$ cat config.mk
export PLATFORM = sky130hd
export DESIGN_NAME = mtl_wipe_display
export DESIGN_NICKNAME = d
export VERILOG_FILES = /design/src/rtl/mtl_wipe_display.sv
export SDC_FILE = /design/constraint.sdc
export NUM_CORES = 1
export LEC_CHECK = 0
export ABC_AREA = 0
export ABC_CLOCK_PERIOD_IN_PS = 2750
export CORE_ASPECT_RATIO = 0.6
export CORE_MARGIN = 5
export CORE_UTILIZATION = 49
export DETAILED_ROUTE_END_ITERATION = 7
export MAX_ROUTING_LAYER = met4
export PLACE_DENSITY = 0.86
export SYNTH_ARGS = -nofsm -noshare
export SYNTH_HDL_FRONTEND = slang
export SYNTH_SLANG_ARGS = --single-unit
$ cat constraint.sdc
create_clock -name iCLK_33 -period 2.75 [get_ports iCLK_33]
set_input_delay 0.55 -clock iCLK_33 [delete_from_list [all_inputs] [get_ports iCLK_33]]
set_output_delay 0.55 -clock iCLK_33 [all_outputs]
set_load 0.02 [all_outputs]
$ cat src/rtl/mtl_wipe_display.sv
// MTL LCD front-end: panel timing, lockstep reads of two image FIFOs, and a horizontal wipe
// between them driven by touch gestures, plus the frame/resync/advance markers for the MMU.
module mtl_wipe_display #(
  parameter int unsigned H_SYNC     = 30,
  parameter int unsigned H_BP       = 16,
  parameter int unsigned H_ACT      = 800,
  parameter int unsigned H_FP       = 210,
  parameter int unsigned V_SYNC     = 13,
  parameter int unsigned V_BP       = 10,
  parameter int unsigned V_ACT      = 480,
  parameter int unsigned V_FP       = 22,
  parameter int unsigned SLIDE_STEP = 32,
  parameter logic [23:0] LOAD_RGB   = 24'h202020
) (
  input  logic        iCLK_33,
  input  logic        iRST,
  input  logic        iLoading,
  input  logic        iTouch_W,
  input  logic        iTouch_E,
  input  logic [31:0] iRead_Data1,
  input  logic [31:0] iRead_Data2,
  output logic        oRead_En1,
  output logic        oRead_En2,
  output logic        oNew_Frame,
  output logic        oEnd_Frame,
  output logic        oRd_RST,
  output logic        oGest_W,
  output logic        oGest_E,
  output logic        oHSD,
  output logic        oVSD,
  output logic        oDE,
  output logic [7:0]  oR,
  output logic [7:0]  oG,
  output logic [7:0]  oB
);

  localparam int unsigned H_TOT   = H_SYNC + H_BP + H_ACT + H_FP;
  localparam int unsigned V_TOT   = V_SYNC + V_BP + V_ACT + V_FP;
  localparam int unsigned H_ACT_S = H_SYNC + H_BP;
  localparam int unsigned H_ACT_E = H_ACT_S + H_ACT;
  localparam int unsigned V_ACT_S = V_SYNC + V_BP;
  localparam int unsigned V_ACT_E = V_ACT_S + V_ACT;
  localparam int unsigned HW      = $clog2(H_TOT);
  localparam int unsigned VW      = $clog2(V_TOT);
  localparam logic [9:0]  STEP    = 10'(SLIDE_STEP);
  localparam logic [9:0]  SPLIT_0 = 10'(H_ACT);

  typedef enum logic [1:0] {StIdle, StWipe, StHold, StPendE} state_e;

  logic [HW-1:0] h_q;
  logic [VW-1:0] v_q;
  logic          h_act, v_act, rd_en, eof;
  logic [9:0]    x;
  logic          act_d1, hs_d1, vs_d1;
  logic [9:0]    x_d1;
  logic [23:0]   pix;
  state_e        state_q, state_d;
  logic [9:0]    split_q, split_d, split_dec;
  logic          load_q, arm_q, arm_d;
  logic          unused_hi;

  assign unused_hi = ^{iRead_Data1[31:24], iRead_Data2[31:24]};

  always_ff @(posedge iCLK_33 or posedge iRST) begin
    if (iRST) begin
      h_q <= '0;
      v_q <= '0;
    end else if (h_q == HW'(H_TOT - 1)) begin
      h_q <= '0;
      v_q <= (v_q == VW'(V_TOT - 1)) ? '0 : v_q + VW'(1);
    end else begin
      h_q <= h_q + HW'(1);
    end
  end

  assign h_act      = (h_q >= HW'(H_ACT_S)) && (h_q < HW'(H_ACT_E));
  assign v_act      = (v_q >= VW'(V_ACT_S)) && (v_q < VW'(V_ACT_E));
  assign rd_en      = h_act && v_act;
  assign x          = 10'(h_q - HW'(H_ACT_S));
  assign eof        = (h_q == '0) && (v_q == VW'(V_ACT_E));
  assign oRead_En1  = rd_en;
  assign oRead_En2  = rd_en;
  // Counters sit at 0,0 throughout reset; keep the frame marker quiet until release.
  assign oNew_Frame = (h_q == '0) && (v_q == '0) && !iRST;
  assign oEnd_Frame = eof;
  assign oRd_RST    = arm_q && eof;

  always_comb begin
    pix = '0;
    if (act_d1) begin
      if (iLoading) begin
        pix = LOAD_RGB;
      end else if (x_d1 >= split_q) begin
        pix = iRead_Data2[23:0];
      end else begin
        pix = iRead_Data1[23:0];
      end
    end
  end

  always_ff @(posedge iCLK_33 or posedge iRST) begin
    if (iRST) begin
      act_d1       <= 1'b0;
      hs_d1        <= 1'b1;
      vs_d1        <= 1'b1;
      x_d1         <= '0;
      oDE          <= 1'b0;
      oHSD         <= 1'b1;
      oVSD         <= 1'b1;
      {oR, oG, oB} <= '0;
    end else begin
      act_d1       <= rd_en;
      hs_d1        <= !(h_q < HW'(H_SYNC));
      vs_d1        <= !(v_q < VW'(V_SYNC));
      x_d1         <= x;
      oDE          <= act_d1;
      oHSD         <= hs_d1;
      oVSD         <= vs_d1;
      {oR, oG, oB} <= pix;
    end
  end

  assign split_dec = (split_q > STEP) ? split_q - STEP : '0;

  // A gesture is latched into the state as soon as it arrives; all split updates and
  // advance requests then happen on frame-end cycles.
  always_comb begin
    state_d = state_q;
    split_d = split_q;
    oGest_W = 1'b0;
    oGest_E = 1'b0;
    unique case (state_q)
      StIdle: begin
        if (!iLoading) begin
          if (iTouch_W) begin
            state_d = StWipe;
          end else if (iTouch_E) begin
            state_d = StPendE;
          end
        end
      end
      StWipe: begin
        if (eof) begin
          split_d = split_dec;
          if (split_dec == '0) begin
            oGest_W = 1'b1;
            state_d = StHold;
          end
        end
      end
      StHold: begin
        if (eof) begin
          split_d = SPLIT_0;
          state_d = StIdle;
        end
      end
      StPendE: begin
        if (eof) begin
          oGest_E = 1'b1;
          state_d = StIdle;
        end
      end
      default: state_d = StIdle;
    endcase
  end

  always_comb begin
    arm_d = arm_q;
    if (iLoading && !load_q) begin
      arm_d = 1'b0;
    end else if (!iLoading && load_q) begin
      arm_d = 1'b1;
    end else if (eof) begin
      arm_d = 1'b0;
    end
  end

  always_ff @(posedge iCLK_33 or posedge iRST) begin
    if (iRST) begin
      state_q <= StIdle;
      split_q <= SPLIT_0;
      load_q  <= 1'b0;
      arm_q   <= 1'b0;
    end else begin
      state_q <= state_d;
      split_q <= split_d;
      load_q  <= iLoading;
      arm_q   <= arm_d;
    end
  end

endmodule

# Word-level counts from Yosys, hierarchy flattened
# Index checks and enable logic that the tools add are counted.
[word_totals]
out_inout_bits = 34
reg_bits = 75
latch_bits = 0
mem_count = 0
elab_cells = 87
romBits = 0
mem_bits_rw = 0
in_bits = 69
[classes]
reduce_logical = 23
n_shift = 0
n_mux = 24
bitwise = 0
n_mul = 0
n_lt_le_gt_ge = 8
eq_ne = 12
addsub = 4
div_mod_pow = 0
[op_table]
columns = ["operator", "count"]
rows = [
  ["$mux W24", 3],
  ["$mux W10", 4],
  ["$logic_not A10 Y1", 2],
  ["$pmux W10 S2", 1],
  ["$sub A10 B6 Y10 const B", 2],
  ["$mux W2", 6],
  ["$add A11 B1 Y11 const B", 1],
  ["$eq A11 B11 Y1 const B", 1],
  ["$ge A11 B6 Y1 const B", 1],
  ["$logic_not A11 Y1", 1],
  ["$lt A11 B10 Y1 const B", 1],
  ["$lt A11 B5 Y1 const B", 1],
  ["$mux W11", 1],
  ["$add A10 B1 Y10 const B", 1],
  ["$eq A10 B10 Y1 const B", 1],
  ["$eq A10 B9 Y1 const B", 1],
  ["$ge A10 B10 Y1", 1],
  ["$ge A10 B5 Y1 const B", 1],
  ["$gt A10 B6 Y1 const B", 1],
  ["$lt A10 B4 Y1 const B", 1],
  ["$lt A10 B9 Y1 const B", 1],
  ["$logic_and A1 B1 Y1", 9],
  ["$mux W1", 8],
  ["$ne A2 B2 Y1 const B", 4],
  ["12 further kinds", 17],
]

# Longest topological paths before layout
# Gate-level depths: netlist of run 1.
[depth]
ltp_word = 6
ltp_mapped = 10
depth_no_buf = 8

# Worst setup path before layout of run 1
# No wires, ideal clock.
[synth_timing]
kind = "register to output"
startpoint = "register h_q[0]"
endpoint = "output port oGest_W"
t_arrival_ps = 2112
path_stages_with_launch = 10
required_time_ps = 2200
n_path_buf = 1
slack_ps = 88
path_cell_list = "dfrtp_1 -> inv_1 -> ha_1 -> nor4b_2 -> nand4_1 -> or3_1 -> buf_6 -> clkinv_2 -> nand2_1 -> nor3_1"
[synth_between]
elab_chain_len = 4
[synth_lines]
columns = ["item", "line_no", "source"]
rows = [
  ["from (decl)", "50", "logic [HW-1:0] h_q;"],
  ["from (signal assigned)", "72", "h_q <= h_q + HW'(1);"],
  ["$logic_not A11 Y1", "80", "assign eof = (h_q == '0) && (v_q == VW'(V_ACT_E));"],
  ["$logic_and A1 B1 Y1", "80", ""],
  ["$mux W1", "143", "if (eof) begin"],
  ["$mux W1", "132", "unique case (state_q)"],
  ["to (decl)", "27", "output logic oGest_W,"],
]
# Every way passes these cells.

# Worst setup path in the final report of run 1
# Same ends and word-level chain as after synthesis.

==> out/metrics.yaml, run 1 <==
status: "completed"
grt_pass1_wl_microns: 16400
drt_iter0_markers: 417
crit_chain: "inv_2 > ha_4 > nor4b_4 > nand4_1 > or3_4 > inv_4 > nand2_4 > nor3_2 > buf_4"
grt.overflow.total: 0
met1_usage_pct: 28.0
maxCapViolations: 0
synth_seq_cells: 75
synth_ff_type: "dfrtp_1"
synth.yosys.warnings: 0
io_pins: 103
period_share_pct: 99.6
gp_congestion: 0.871
die_w_microns: 124
hold_buffers: 0
io_buffers: 86
grt_busiest_layer: "met2"
multi_input_area_sq_mm: 0.00183
drive_gt1_share_pct: 17.8
worstPathArrival_ns: 2.19
grt_usage_pct: 21.2
seq_area_frac_synth_pct: 48.9
h-tree-depth: 3
path_class: "reg -> out"
clkTransAtPathRegs_ns: 0.06
slew_headroom_pct: 40.9
met3_usage_pct: 6.32
cp_top_family: "simple AND/OR/NAND/NOR gates"
critPathCaptureType: "output pin"
slowest_delay_ns: 0.46
tritoncts: "yes"
dp.cells: 597
core_area_sq_mm: 0.00776
cp_slowest_cell: "or3_4"
syn_avg_cell_area_sq_um: 9.90
start_util_pct: 49.7
async_reset_ff_share_pct: 100
vias: 3407
synthDistinctLibCells: 52
crit_path_start_kind: "flip-flop"
timing.final.ws_setup_ns: 0.0115
hp-class: "reg -> reg"
synth-edff-count: 0
power_density_mw_per_mm2: 437
vias_per_cell: 5.51
wl_per_cell_microns: 16.2
clock_latency_ns: 0.33
total_power_mw: 2.36
cp_num_buf_inv: 3
grt_pass1_vias: 3334
p_leak_nw: 2.51
fmax_ghz: 0.365
netlist_area_sq_mm: 0.00385
cts_made_buffers: 9
diodes: 0
fp.dieArea_sq_mm: 0.00979
cts-root-buf: "clkbuf_16"
nets: 592
skew_ns: 0.00799
syn_inst: 389
antenna_found_initial: 0
ir_drop_v: 0.000262
pre_cts_ws_ns: -0.216
synth_nets: 476
grt.met2_usage_pct: 32.2
setup_viol: 0
rsz0062_at_grt: "yes"
hold_viol_final: 0
fillers: 567
worstPathRequired_ns: 2.20
layout.cells.non_filler: 618
clock-sinks: 75
seq_area_sq_mm: 0.00189
ant_nets: 0
num_rows: 25
final_max_slew_viol_count: 0
holdWs_ns: 0.354
first_pass_iters: 5
synthToLayoutAreaGrowth_pct: 40.3
dpl.hpwl_microns: 7190
fin_crit_ns: 2.74
worstPathMaxFanout: 3
grt_start_max_net_pins: 76
drc: 0
wl_microns: 10000
die_h_microns: 78.7
clockBufferDepth: 2
worst_slew_pin_slew_ns: 0.884
-- cell usage in the layout (no fill, tap or decap), drive strengths merged, types with 5 or more instances in the layout --
cell type       n
nand2          60
nand4           9
a21oi          14
o21ai          13
dfrtp          68
buf            48
o22ai           6
mux2i          22
xor2           10
a211oi          5
clkbuf         14
xnor2           8
nor4            7
nor2           33
dfstp           7
inv            24
nor3            6
clkdlybuf4s50  79
nand3          10
ha             18
-- layer usage --
| layer | up-vias | routed length [microns] |
|---|---|---|
| li1 | 1590 | - |
| met1 | 1641 | 4360 |
| met2 | 154 | 4770 |
| met3 | 22 | 721 |
| met4 | 0 | 140 |
| met5 | - | 0 |
-- worst register-to-register path, stage by stage, from the launching register on --
cell and delay [ns]:
dfrtp_1 0.41, buf_4 0.19, or4_4 0.56, buf_4 0.17, nor4_4 0.33, o21ai_1 0.23
o41ai_1 0.38
-- final cells by class --
class | instances | area share, %
repair buffers | 127 | 21.8
inverters | 24 | 1.71
clock inverters | 2 | 0.648
flip-flops and latches | 75 | 34.9
multi-input cells | 268 | 33.8
clock buffers | 14 | 4.70
well taps | 108 | 2.50
-- synthesized netlist by cell type (3+ instances only) --
| master | number | share of area (%) |
|---|---|---|
| a21oi_1 | 14 | 1.8 |
| nor4_1 | 5 | 0.81 |
| o21ai_1 | 7 | 0.91 |
| a211oi_1 | 5 | 0.97 |
| o21ai_0 | 6 | 0.78 |
| o211ai_1 | 3 | 0.58 |
| o22ai_1 | 6 | 0.97 |
| dfrtp_1 | 68 | 44 |
| nor2b_1 | 3 | 0.49 |
| ha_1 | 18 | 5.8 |
| nand3_1 | 10 | 1.3 |
| buf_6 | 3 | 0.88 |
| o21a_1 | 3 | 0.58 |
| clkbuf_1 | 9 | 0.88 |
| a31oi_1 | 4 | 0.65 |
| xnor2_1 | 8 | 1.8 |
| nand4_1 | 9 | 1.5 |
| inv_1 | 23 | 2.2 |
| nor3_1 | 5 | 0.65 |
| nand2_1 | 60 | 5.8 |
| a2111oi_0 | 3 | 0.68 |
| xor2_1 | 10 | 2.3 |
| mux2i_1 | 22 | 5.7 |
| nor2_1 | 33 | 3.2 |
| dfstp_2 | 7 | 4.8 |
| buf_2 | 8 | 1.0 |
-- registers in the layout (all words and copies together) (netlist names) --
signal   count
oB           8
oHSD         1
oVSD         1
state_q      2
h_q         11
oDE          1
vs_d1        1
v_q         10
x_d1        10
split_q     10
act_d1       1
hs_d1        1
load_q       1
oR           8
oG           8
arm_q        1
-- timing repair --
| action | 4_1_cts | 5_1_grt |
|---|---|---|
| pin swaps | 3 | 3 |
| resized for setup | 32 | 20 |
| setup buffers | 0 | 5 |
| setup endpoints to repair | 7 | 7 |
-- worst paths after layout --
check | end | cells after the start | start | slack [ns]
min | oVSD | 0 | vs_d1 | 0.35
max reg2reg | v_q[7] | 6 | h_q[6] | 0.38
max in group asynchronous | oB[1] | 3 | iRST | 1.73
max | oGest_W | 9 | h_q[0] | 0.01
min reg2reg | oVSD | 0 | vs_d1 | 0.35
min in group asynchronous | v_q[8] | 3 | iRST | 0.70
-- cells by family after synthesis --
| family | count (synthesis) | share of synthesized area [%] |
|---|---|---|
| buffers and inverters | 46 | 5.55 |
| adders and majority gates | 18 | 5.85 |
| xor gates and xnor gates | 18 | 4.09 |
| DFF | 75 | 48.9 |
| and+or+nand+nor | 144 | 18.4 |
| AOI/OAI and AO/OA | 66 | 11.4 |
| muxes | 22 | 5.72 |
-- report_power, final --
part / switching [mW] / internal, mW
registers: 0.00163 / 1.11
clock network: 0.420 / 0.727
logic: 0.0371 / 0.0702
total: 0.459 / 1.90
-- metrics by stage --
stage               area, sq um  setup TNS [ns]  util (%)
floorplan                  3850               0         -
finish                     5410               0      69.7
global route               5410          -0.332      69.7
CTS                        5300         -0.0338      68.3
global placement           5030          -0.276      64.8
detailed placement         5030          -0.506      64.8
Power figures use the tool's default switching activity.
==> run 2, diff against run 1 <==
Settings changed: CORE_MARGIN 5 to not set, SLEW_MARGIN set to 40.
==> run 2 against run 1 <==
Register-to-register slack got worse by 0.05 ns. Sequential power barely moved. Non-clock buffer count fell by 3. Largest cell class unchanged. Sequential cell count did not move. Via count fell by 1.9%. Power rose by 2.0%. Cell count fell by 1.3%. Count of clock-buffer cells in the layout fell by 1. Clock skew fell by 0.0010 ns.
==> out/metrics.yaml, run 2 (synthesized netlist as in run 1, its figures left out) <==
status: "completed"
met3_usage_pct: 8.05
path_class: "reg -> out"
gp_congestion: 0.922
grt_pass1_wl_microns: 16100
rsz0062_at_grt: "yes"
skew_ns: 0.00695
cp_slowest_cell: "or3_4"
r2r-end: "v_q[7]"
wl_microns: 9960
grt_usage_pct: 27.0
worstPathMaxFanout: 3
grt_pass1_vias: 3311
die_h_microns: 70.7
hp-class: "reg -> reg"
nets: 589
maxCapViolations: 0
slew_headroom_pct: 57.7
tns_ns: 0
dp.cells: 593
grt.met2_usage_pct: 40.2
r2r_cells: 6
final_max_slew_viol_count: 0
cts-root-buf: "clkbuf_16"
wl_per_cell_microns: 16.3
crit_path_start_kind: "flip-flop"
hold_viol_final: 0
io_buffers: 86
fin_crit_ns: 2.72
num_rows: 24
grt_start_max_net_pins: 43
vias_per_cell: 5.48
design_area_sq_mm: 0.00537
h-tree-depth: 3
vias: 3343
die_w_microns: 116
largest_reg_flops: 11
setup_viol: 0
largest_register: "h_q"
p_leak_nw: 2.50
cts_made_buffers: 9
grt_busiest_layer: "met2"
met1_usage_pct: 35.4
power_frac_comb_pct: 4.6
power_density_mw_per_mm2: 449
dpl.hpwl_microns: 7270
tritoncts: "yes"
grt.overflow.total: 0
worstPathArrival_ns: 2.17
drc: 0
pre_cts_ws_ns: -0.151
total_power_mw: 2.41
start_util_pct: 51.7
clock_latency_ns: 0.34
sequentialPowerShare_pct: 46.0
fmax_ghz: 0.367
cp_num_buf_inv: 3
drive_gt1_share_pct: 17.6
drt_iter0_markers: 218
ir_drop_v: 0.000372
reg2reg_slack_ns: 0.33
p_int_mw: 1.95
layout.cells.non_filler: 610
diodes: 0
clkTransAtPathRegs_ns: 0.05
reg2reg_from: "h_q[6]"
first_pass_iters: 5
crit_chain: "inv_2 > ha_1 > nor4b_4 > nand4_1 > or3_4 > clkinv_2 > nand2_2 > nor3_2 > buf_4"
hold_path_depth: 0
antenna_found_initial: 0
worst_slew_pin_slew_ns: 0.629
synthToLayoutAreaGrowth_pct: 39.4
fillers: 531
clock-sinks: 75
timing.final.ws_setup_ns: 0.0277
core_area_sq_mm: 0.00745
slowest_delay_ns: 0.43
worstPathRequired_ns: 2.20
critPathCaptureType: "output pin"
io_pins: 103
final_cell_mix: "clkdlybuf4s50_1, dfrtp_1, nand2_1, buf_4, nor2_1"
clkPwrFrac_pct: 49.4
ant_nets: 0
holdPathEnd: "oHSD"
clockBufferDepth: 2
final_common_cell: "clkdlybuf4s50_1"
min-delay-start: "hs_d1"
period_share_pct: 99.0
placed_area_sq_mm: 0.00502
switching_share_pct: 19.2
cp_top_family: "simple AND/OR/NAND/NOR gates"
switching_power_mw: 0.461
fp.dieArea_sq_mm: 0.00823
[run 2: cell count changes in the layout (fill, tap and decap cells not counted), sizes merged]
| cell | before | now |
|---|---|---|
| buf | 48 | 45 |
| clkbuf | 14 | 13 |
| clkinv | 1 | 2 |
| inv | 24 | 23 |
[run 2: worst max path at each step]
stage	from	slack, ns	endpoint	depth (start not counted)
floorplan	h_q[0]	0.09	oGest_W	9
global placement	h_q[0]	-0.13	oGest_W	9
detailed placement	h_q[6]	-0.15	oGest_W	7
CTS	h_q[6]	-0.009	oEnd_Frame	6
global route	h_q[1]	-0.07	oGest_W	9
finish	h_q[1]	0.03	oGest_W	9
[run 2: metrics by stage]
step,hold WS [ns],utilization (%)
final,0.355,72.1
after global routing,0.358,72.1
after CTS,0.354,71.7
after detailed placement,0.347,67.4
after global placement,0.346,67.4
after floorplan,0.345,-
[run 2: per-layer routing]
metal | part of all wire (%) | routed length (microns)
met2 | 47 | 4630
met1 | 45 | 4450
met4 | 1.5 | 150
met3 | 7.3 | 726
met5 | 0 | 0
[run 2: layout make-up]
class,count,area (sq um),share of cell area (%)
clock inverter,2,35.0,0.652
inverter,24,91.3,1.70
clock buffer,13,270,5.03
timing repair buffer,124,1150,21.4
sequential,75,1890,35.1
multi-input combinational,268,1810,33.6
tap,104,130,2.42
[run 2: what timing repair did]
item                                    4_1_cts  5_1_grt
endpoints found under the setup margin        7        7
pin swaps                                     4        4
buffers inserted                              0        2
gates resized for setup                      37        8
hold buffers                                  0        0
[run 2: power groups by stage]
stage / combinational [mW] / clock, mW / sequential [mW]
4_1_cts: 0.112 / 1.22 / 1.11
5_1_grt: 0.120 / 1.25 / 1.11
3_3_place_gp: 0.107 / 0 / 1.13
2_1_floorplan: 0.0228 / 0 / 1.13
3_5_place_dp: 0.111 / 0 / 1.13
6_report: 0.110 / 1.19 / 1.11
